--- config.mk ---
export PLATFORM = sky130hd
export DESIGN_NAME = alarm_buzzer
export DESIGN_NICKNAME = d
export VERILOG_FILES = /design/src/rtl/alarm_pkg.sv /design/src/rtl/alarm_buzzer_tone_gen.sv /design/src/rtl/alarm_buzzer.sv
export SDC_FILE = /design/constraint.sdc
export NUM_CORES = 1
export LEC_CHECK = 0
export CORE_MARGIN = 2
export CORE_UTILIZATION = 40
export CTS_BUF_LIST = sky130_fd_sc_hd__clkbuf_8
export DETAILED_ROUTE_END_ITERATION = 16
export SLEW_MARGIN = 5
export SYNTH_ARGS = -nofsm -noshare
export SYNTH_HDL_FRONTEND = slang
export SYNTH_SLANG_ARGS = --single-unit
--- constraint.sdc ---
create_clock -name clk -period 2.4 [get_ports clk]
set_input_delay 0.6 -clock clk [delete_from_list [all_inputs] [get_ports clk]]
set_output_delay 0.6 -clock clk [all_outputs]
set_load 0.05 [all_outputs]
--- src/rtl/alarm_pkg.sv ---
// Shared types and helpers for the alarm buzzer slice.
package alarm_pkg;

  // Buzzer controller states.
  typedef enum logic [1:0] {
    IDLE     = 2'd0,
    BEEP_ON  = 2'd1,
    BEEP_OFF = 2'd2,
    SNOOZE   = 2'd3
  } buzz_state_t;

  // Largest of three durations; sizes the shared phase counter.
  function automatic int max3(input int a, input int b, input int c);
    int m;
    m = (a > b) ? a : b;
    return (m > c) ? m : c;
  endfunction

endpackage

--- src/rtl/alarm_buzzer_tone_gen.sv ---
// Square-wave tone generator: toggles every HALF_PERIOD enabled cycles,
// starts low after clr, and is held low whenever it is not enabled.
module tone_gen #(
  parameter int HALF_PERIOD = 25000
) (
  input  logic clk,
  input  logic reset,
  input  logic en,
  input  logic clr,
  output logic tone_o
);

  localparam int CNT_W = $clog2(HALF_PERIOD + 1);
  localparam logic [CNT_W-1:0] CNT_LAST = CNT_W'(HALF_PERIOD - 1);

  logic [CNT_W-1:0] cnt_q, cnt_d;
  logic             tone_q, tone_d;

  // Half-period counter and toggle decision; clear/disable force a low restart.
  always_comb begin
    cnt_d  = cnt_q;
    tone_d = tone_q;
    if (clr || !en) begin
      cnt_d  = '0;
      tone_d = 1'b0;
    end else if (cnt_q == CNT_LAST) begin
      cnt_d  = '0;
      tone_d = ~tone_q;
    end else begin
      cnt_d = cnt_q + 1'b1;
    end
  end

  // Registered tone output; async reset drops it low immediately.
  always_ff @(posedge clk or posedge reset) begin
    if (reset) begin
      cnt_q  <= '0;
      tone_q <= 1'b0;
    end else begin
      cnt_q  <= cnt_d;
      tone_q <= tone_d;
    end
  end

  assign tone_o = tone_q;

endmodule

--- src/rtl/alarm_buzzer.sv ---
// Alarm buzzer: turns a trigger pulse into a cadenced beep pattern with
// snooze, stop and an automatic give-up after MAX_BEEPS on/off periods.
module alarm_buzzer
  import alarm_pkg::*;
#(
  parameter int TONE_HALF_PERIOD = 25000,
  parameter int BEEP_ON_CYCLES   = 12500000,
  parameter int BEEP_OFF_CYCLES  = 12500000,
  parameter int MAX_BEEPS        = 120,
  parameter int SNOOZE_CYCLES    = 500000000,
  parameter int MAX_SNOOZES      = 3
) (
  input  logic                               clk,
  input  logic                               reset,
  input  logic                               trigger,
  input  logic                               btn_snooze,
  input  logic                               btn_stop,
  output logic                               speaker_out,
  output logic                               ringing,
  output logic                               snoozing,
  output logic                               timeout,
  output logic [$clog2(MAX_SNOOZES+1)-1:0]   snoozes_used
);

  localparam int PH_MAX = max3(BEEP_ON_CYCLES, BEEP_OFF_CYCLES, SNOOZE_CYCLES);
  localparam int PH_W   = $clog2(PH_MAX + 1);
  localparam int BC_W   = $clog2(MAX_BEEPS + 1);
  localparam int SN_W   = $clog2(MAX_SNOOZES + 1);

  localparam logic [PH_W-1:0] ON_LAST  = PH_W'(BEEP_ON_CYCLES - 1);
  localparam logic [PH_W-1:0] OFF_LAST = PH_W'(BEEP_OFF_CYCLES - 1);
  localparam logic [PH_W-1:0] SNZ_LAST = PH_W'(SNOOZE_CYCLES - 1);
  localparam logic [BC_W-1:0] BEEP_MAX = BC_W'(MAX_BEEPS);
  localparam logic [SN_W-1:0] SNZ_MAX  = SN_W'(MAX_SNOOZES);

  buzz_state_t      state_q, state_d;
  logic [PH_W-1:0]  phase_q, phase_d;
  logic [BC_W-1:0]  beep_q, beep_d;
  logic [SN_W-1:0]  snz_q, snz_d;
  logic             timeout_q, timeout_d;
  logic [BC_W-1:0]  beep_inc;
  logic             tone_en, tone_clr;

  assign beep_inc = beep_q + 1'b1;

  // Next-state logic: stop beats snooze beats phase-timer expiry.
  always_comb begin
    state_d   = state_q;
    phase_d   = phase_q + 1'b1;
    beep_d    = beep_q;
    snz_d     = snz_q;
    timeout_d = 1'b0;
    unique case (state_q)
      IDLE: begin
        phase_d = '0;
        if (trigger) begin
          state_d = BEEP_ON;
          beep_d  = '0;
          snz_d   = '0;
        end
      end
      BEEP_ON, BEEP_OFF: begin
        if (btn_stop) begin
          state_d = IDLE;
          phase_d = '0;
        end else if (btn_snooze && (snz_q < SNZ_MAX)) begin
          state_d = SNOOZE;
          snz_d   = snz_q + 1'b1;
          phase_d = '0;
        end else if (state_q == BEEP_ON && phase_q == ON_LAST) begin
          state_d = BEEP_OFF;
          phase_d = '0;
        end else if (state_q == BEEP_OFF && phase_q == OFF_LAST) begin
          beep_d  = beep_inc;
          phase_d = '0;
          if (beep_inc == BEEP_MAX) begin
            state_d   = IDLE;
            timeout_d = 1'b1;
          end else begin
            state_d = BEEP_ON;
          end
        end
      end
      SNOOZE: begin
        if (btn_stop) begin
          state_d = IDLE;
          phase_d = '0;
        end else if (phase_q == SNZ_LAST) begin
          state_d = BEEP_ON;
          beep_d  = '0;
          phase_d = '0;
        end
      end
      default: begin
        state_d = IDLE;
        phase_d = '0;
      end
    endcase
  end

  // State and counter registers with asynchronous reset.
  always_ff @(posedge clk or posedge reset) begin
    if (reset) begin
      state_q   <= IDLE;
      phase_q   <= '0;
      beep_q    <= '0;
      snz_q     <= '0;
      timeout_q <= 1'b0;
    end else begin
      state_q   <= state_d;
      phase_q   <= phase_d;
      beep_q    <= beep_d;
      snz_q     <= snz_d;
      timeout_q <= timeout_d;
    end
  end

  // The tone register follows the state being entered, so the speaker is
  // low on the very cycle a burst ends and starts low on every burst entry.
  assign tone_en  = (state_d == BEEP_ON);
  assign tone_clr = (state_d == BEEP_ON) && (state_q != BEEP_ON);

  tone_gen #(
    .HALF_PERIOD(TONE_HALF_PERIOD)
  ) u_tone (
    .clk   (clk),
    .reset (reset),
    .en    (tone_en),
    .clr   (tone_clr),
    .tone_o(speaker_out)
  );

  assign ringing      = (state_q == BEEP_ON) || (state_q == BEEP_OFF);
  assign snoozing     = (state_q == SNOOZE);
  assign timeout      = timeout_q;
  assign snoozes_used = snz_q;

endmodule

==> flow_metrics.tcl, run 1 <==
set metrics [dict create \
    die-area_um2 8680 \
    combinationalPowerShare 0.435 \
    vias_per_cell 5.36 \
    pwr-share-seq 0.307 \
    core_um2 7730 \
    antenna_found_initial 0 \
    p_sw_mw 1.45 \
    synth_nets 357 \
    antennaDiodeCount 0 \
    grt_pass1_wl_mm 11.3 \
    yosys.area.top_type_share 0.448 \
    port_buffers 10 \
    worst_pin_slew_ns 0.495 \
    fmax_mhz 410 \
    status "finished, violations left" \
    dp_cells 474 \
    num_io_pins 11 \
    relSlewSlack 0.669 \
    setup_slack_ns -0.0378 \
    path_cells "or4b_4 > or4_4 > nor3b_4 > o21ai_2 > o211ai_2 > clkbuf_16 > nor4b_1" \
    clock_sinks 57 \
    drv_cap 0 \
    p_leak_nw 1.68 \
    cts.clk_slew.worst_paths_ns 0.08 \
    sw_frac_of_total 0.377 \
    synth_edf_count 0 \
    min_period_ns 2.44 \
    ys_top_cells_by_count "dfrtp_1 (57), nor2_1 (42), nand2_1 (37)" \
    critPathRequiredTime_ns 2.64 \
    synth-seq-area-share 0.448 \
    violations "negative setup slack" \
    final_util 0.531 \
    async_flop_share 1.00 \
    die_x_um 93.2 \
    initial_utilization 0.412 \
    gp_congestion 0.835 \
    area_growth_pct 29.0 \
    synth_top_area_cell "dfrtp_1" \
    post_drt_wl_per_cell_um 14.8 \
    die_height_um 93.2 \
    vias 2677 \
    finalSetupViolations 9 \
    multi_input_area_um2 1820 \
    yosysUniqueCellTypes 46 \
    max_stage_delay_ns 0.58 \
    crit_path_end_kind "register" \
    final_cells 499 \
    routed_wl_mm 7.40 \
    grt_pass1_vias 2455 \
    synthCells 343 \
    row_count 32 \
    crit_arrival_ns 2.67 \
    num-fill-cells 690 \
    synth.area.top_cells "dfrtp_1 (45%), xnor2_1 (5.8%), xor2_1 (5.5%)" \
    slowest_stage "or4b_4" \
    drc_errors 0 \
    path_class "reg2reg" \
    grt_max_degree 58 \
    cellPowerDensity_nw_per_um2 936 \
    cts_root_buffer "clkbuf_8" \
    synth_area_um2 3180 \
    hold_path.class "reg2reg" \
    fin_crit_sh 1.02 \
    htreeDepth 3 \
    final-seq-area_um2 1430 \
    skew_ns 0.0122 \
    syn_avg_cell_area_um2 9.28 \
    cts_made_buffers 9 \
    drive_above_1_share 0.212 \
    place.detailed.hpwl_mm 4.50 \
    critPathLaunchType "register" \
    ys_warn_count 0 \
    fin_nets 406 \
    ctsHoldBuffers 0 \
    yosysMostFrequentCell "dfrtp_1" \
    overflow 0 \
    insertion_delay_ns 0.35 \
    cts_tree "done" \
    first_iter_violations 106 \
    intPower_mw 2.39 \
    grtUsageTotal 0.166 \
    rsz0062_at_grt "true" \
    antenna_left 0 \
    p_clk_frac 0.258 \
    maxSlewViolCount 0 \
    drtPass1Iterations 5 \
    clock_path_buffers 2 \
    synthFlopType "dfrtp_1" \
    irDropWorstVdd_mv 0.388 \
    hold_viol 0 \
    ys_seq_elements 57 \
    crit_fanout 8 \
]
registers in the layout (all words and copies together) (netlist names):
register       count
state_q            2
beep_q             7
u_tone.tone_o      1
u_tone.cnt_q      15
timeout            1
phase_q           29
snoozes_used       2
cells in the final DEF (no fill, tap or decap), types with 6 or more instances in the layout:
| cell | instances |
|---|---|
| nand2b_1 | 7 |
| buf_4 | 24 |
| xnor2_1 | 21 |
| nand4_1 | 7 |
| xor2_1 | 20 |
| nand3_1 | 32 |
| nor2_1 | 42 |
| clkbuf_8 | 9 |
| dfrtp_1 | 57 |
| inv_1 | 9 |
| and3_1 | 8 |
| nand2_1 | 36 |
| ha_1 | 7 |
| clkdlybuf4s50_1 | 8 |
| nor3_1 | 13 |
| nor3_2 | 6 |
routing by layer:
layer / global-route usage / up-vias / part of all wire
met5: 0 / - / 0
met4: 0.0686 / 0 / 0.017
met3: 0.0572 / 11 / 0.037
met2: 0.254 / 54 / 0.48
met1: 0.216 / 1297 / 0.46
li1: - / 1315 / -
critical path, delay by kind of cell, from the launching register on:
family	cells	cell delay, ns
buffers and inverters	1	0.23
AND/OR/NAND/NOR	4	1.31
AO/OA/AOI/OAI	2	0.39
flip-flops	1	0.38
final timing paths:
path | from | endpoint | slack, ns | cells past startpoint
worst max-delay path | phase_q[28] | u_tone.cnt_q[7] | -0.04 | 7
worst min-delay path | u_tone.cnt_q[0] | u_tone.cnt_q[0] | 0.47 | 1
worst max register to register | phase_q[28] | u_tone.cnt_q[7] | -0.04 | 7
worst min register to register | u_tone.cnt_q[0] | u_tone.cnt_q[0] | 0.47 | 1
max in group asynchronous | reset | phase_q[20] | 1.51 | 3
min in group asynchronous | reset | u_tone.cnt_q[0] | 0.62 | 3
timing repair:
action / CTS / global route
gates resized for setup: 2 / 30
gates cloned: 0 / 5
endpoints found under the setup margin: 2 / 51
pin swaps: 0 / 10
buffers inserted: 0 / 4
cell families (layout without fill, tap and decap cells):
group / after synthesis / in the layout / synth area share
flip-flops: 57 / 57 / 0.448
AND/OR/NAND/NOR: 192 / 193 / 0.320
buffers and inverters: 17 / 70 / 0.0256
adder cells (fa/ha/maj): 9 / 9 / 0.0354
AO/OA/AOI/OAI: 27 / 27 / 0.0582
XOR/XNOR: 41 / 41 / 0.113
layout make-up:
class                      count  share of cell area
sequential                    57               0.347
multi-input combinational    270               0.444
timing repair buffer          44               0.115
clock inverter                 7              0.0232
tap                          102              0.0311
inverter                      10             0.00914
clock buffer                   9              0.0302
per-stage QoR:
step	TNS, ns	instance area (um^2)	power, mW	setup slack (ns)	hold WS (ns)
4_1_cts	0	3840	3.53	0.00535	0.474
2_1_floorplan	0	3180	2.04	0.0264	0.441
3_5_place_dp	-0.278	3610	2.51	-0.0798	0.463
5_1_grt	-2.93	4110	4.08	-0.136	0.484
3_3_place_gp	0	3610	2.49	0.00672	0.460
6_report	-0.244	4110	3.84	-0.0378	0.471
power groups by stage:
stage	Combinational, mW	Sequential, mW	Clock [mW]
after floorplan	0.810	1.23	0
after detailed placement	1.31	1.19	0
after global routing	1.81	1.20	1.08
after CTS	1.34	1.18	1.02
final	1.67	1.18	0.992
after global placement	1.29	1.20	0
(Power assumes the default switching activity.)
==> run 2, diff against run 1 <==
GPL_ROUTABILITY_DRIVEN = 0   (was not set)
==> results of run 2 <==
The final DEF is identical to that of run 1; final timing and power are the same.
==> run 3, diff against run 2 <==
SKIP_LAST_GASP = 1   (was not set)
==> run 3 against run 2 <==
  * The flow still finishes with violations (negative setup slack)
  * Combinational power about the same
  * Clock skew about the same
  * Hold slack worse by 0.00057 ns
  * Register-to-register slack about the same
  * Total power down 0.38%
  * Flip-flop and latch count unchanged
  * Worst setup slack better by 0.0010 ns
  * Fmax about the same
  * Global-route usage unchanged
  * Critical endpoint unchanged
  * Highest routed layer unchanged
==> flow_metrics.tcl, run 3 (same netlist as run 1, synthesis figures left out) <==
set metrics [dict create \
    row_count 32 \
    grt_pass1_wl_mm 11.3 \
    die-area_um2 8680 \
    die_x_um 93.2 \
    skew_ns 0.0123 \
    hold_ws_ns 0.471 \
    antenna_found_initial 0 \
    crit_path_start "phase_q[28]" \
    grt_max_degree 58 \
    post_drt_wl_per_cell_um 14.7 \
    hold_viol 0 \
    cts.clk_slew.worst_paths_ns 0.08 \
    top_register "phase_q" \
    crit_fanout 8 \
    setup_slack_ns -0.0367 \
    path_class "reg2reg" \
    finalSetupViolations 9 \
    ctsHoldBuffers 0 \
    maxSlewViolCount 0 \
    fmax_mhz 410 \
    layout_commonest_cell "dfrtp_1" \
    initial_utilization 0.412 \
    cts_root_buffer "clkbuf_8" \
    final_cell_mix "dfrtp_1 (57), nor2_1 (42), nand2_1 (36)" \
    stdcell_area_um2 4100 \
    dpl_cell_area_um2 3610 \
    violations "negative setup slack" \
    holdCritStartpoint "u_tone.cnt_q[0]" \
    antennaDiodeCount 0 \
    drc_errors 0 \
    finalSetupTns_ns -0.232 \
    relSlewSlack 0.669 \
    grt_pass1_vias 2455 \
    clock_path_buffers 2 \
    drive_above_1_share 0.209 \
    htreeDepth 3 \
    port_buffers 10 \
    regToRegStartpoint "phase_q[28]" \
    drv_cap 0 \
    crit_arrival_ns 2.67 \
    top_regs "phase_q (29), u_tone.cnt_q (15), beep_q (7)" \
    fin_nets 406 \
    critPathRequiredTime_ns 2.64 \
    p_leak_nw 1.68 \
    insertion_delay_ns 0.35 \
    die_height_um 93.2 \
    cts_made_buffers 9 \
    hold_path.class "reg2reg" \
    core_um2 7730 \
    antenna_left 0 \
    num_io_pins 11 \
    vias_per_cell 5.32 \
    grtUsageTotal 0.166 \
    crit_path_end_kind "register" \
    min_period_ns 2.44 \
    status "finished, violations left" \
    irDropWorstVdd_mv 0.385 \
    drtPass1Iterations 4 \
    largest_register_ffs 29 \
    dp_slack_ns -0.0798 \
    area_growth_pct 28.8 \
    overflow 0 \
    critPathLaunchType "register" \
    cts_tree "done" \
    cellPowerDensity_nw_per_um2 934 \
    place.detailed.hpwl_mm 4.50 \
    first_iter_violations 106 \
    worst_pin_slew_ns 0.495 \
    clock_sinks 57 \
    vias 2655 \
    fin_crit_sh 1.02 \
    routed_wl_mm 7.36 \
    rsz0062_at_grt "true" \
]
[run 3: what timing repair did]
item                                    in CTS  in global routing
pin swaps                                    0                 10
endpoints found under the setup margin       2                 51
buffers inserted                             0                  4
cloned                                       0                  5
resized for setup                            2                 29
[run 3: final cells by class]
| class | instances | area, um^2 |
|---|---|---|
| fill | 692 | 3630 |
| multi-input combinational | 270 | 1820 |
| sequential | 57 | 1430 |
| timing repair buffer | 44 | 472 |
| tap | 102 | 128 |
| clock buffer | 9 | 124 |
| clock inverter | 7 | 95.1 |
| inverter | 10 | 37.5 |
[run 3: where the power goes]
part           leakage [nW]  switching [mW]  internal [mW]
Clock                 0.109           0.412          0.583
Sequential            0.778           0.113           1.07
Combinational         0.789           0.918          0.736
Total                  1.68            1.44           2.38
[run 3: final timing paths]
check / end / slack (ns) / cells after the start
min reg2reg: u_tone.cnt_q[0] / 0.47 / 1
min: u_tone.cnt_q[0] / 0.47 / 1
max: u_tone.cnt_q[7] / -0.04 / 7
max in group asynchronous: phase_q[8] / 1.50 / 3
min in group asynchronous: phase_q[2] / 0.61 / 3
max reg2reg: u_tone.cnt_q[7] / -0.04 / 7
[run 3: critical path, cell delays in order (launching register included)]
cell,delay [ns]
dfrtp_1,0.38
or4b_4,0.58
or4_4,0.45
nor3b_4,0.23
o21ai_2,0.08
o211ai_2,0.31
clkbuf_16,0.23
nor4b_1,0.05
[run 3: per-layer routing]
layer,vias to the layer above,global-route usage,share of wire
li1,1312,-,-
met3,11,0.0572,0.036
met2,49,0.254,0.49
met5,-,0,0
met4,0,0.0686,0.017
met1,1283,0.216,0.46
[run 3: stage by stage]
step	power, mW	instances	util
3_5_place_dp	2.51	474	0.467
2_1_floorplan	2.04	343	-
6_report	3.83	499	0.530
4_1_cts	3.53	490	0.497
5_1_grt	4.07	499	0.530
3_3_place_gp	2.49	474	0.467
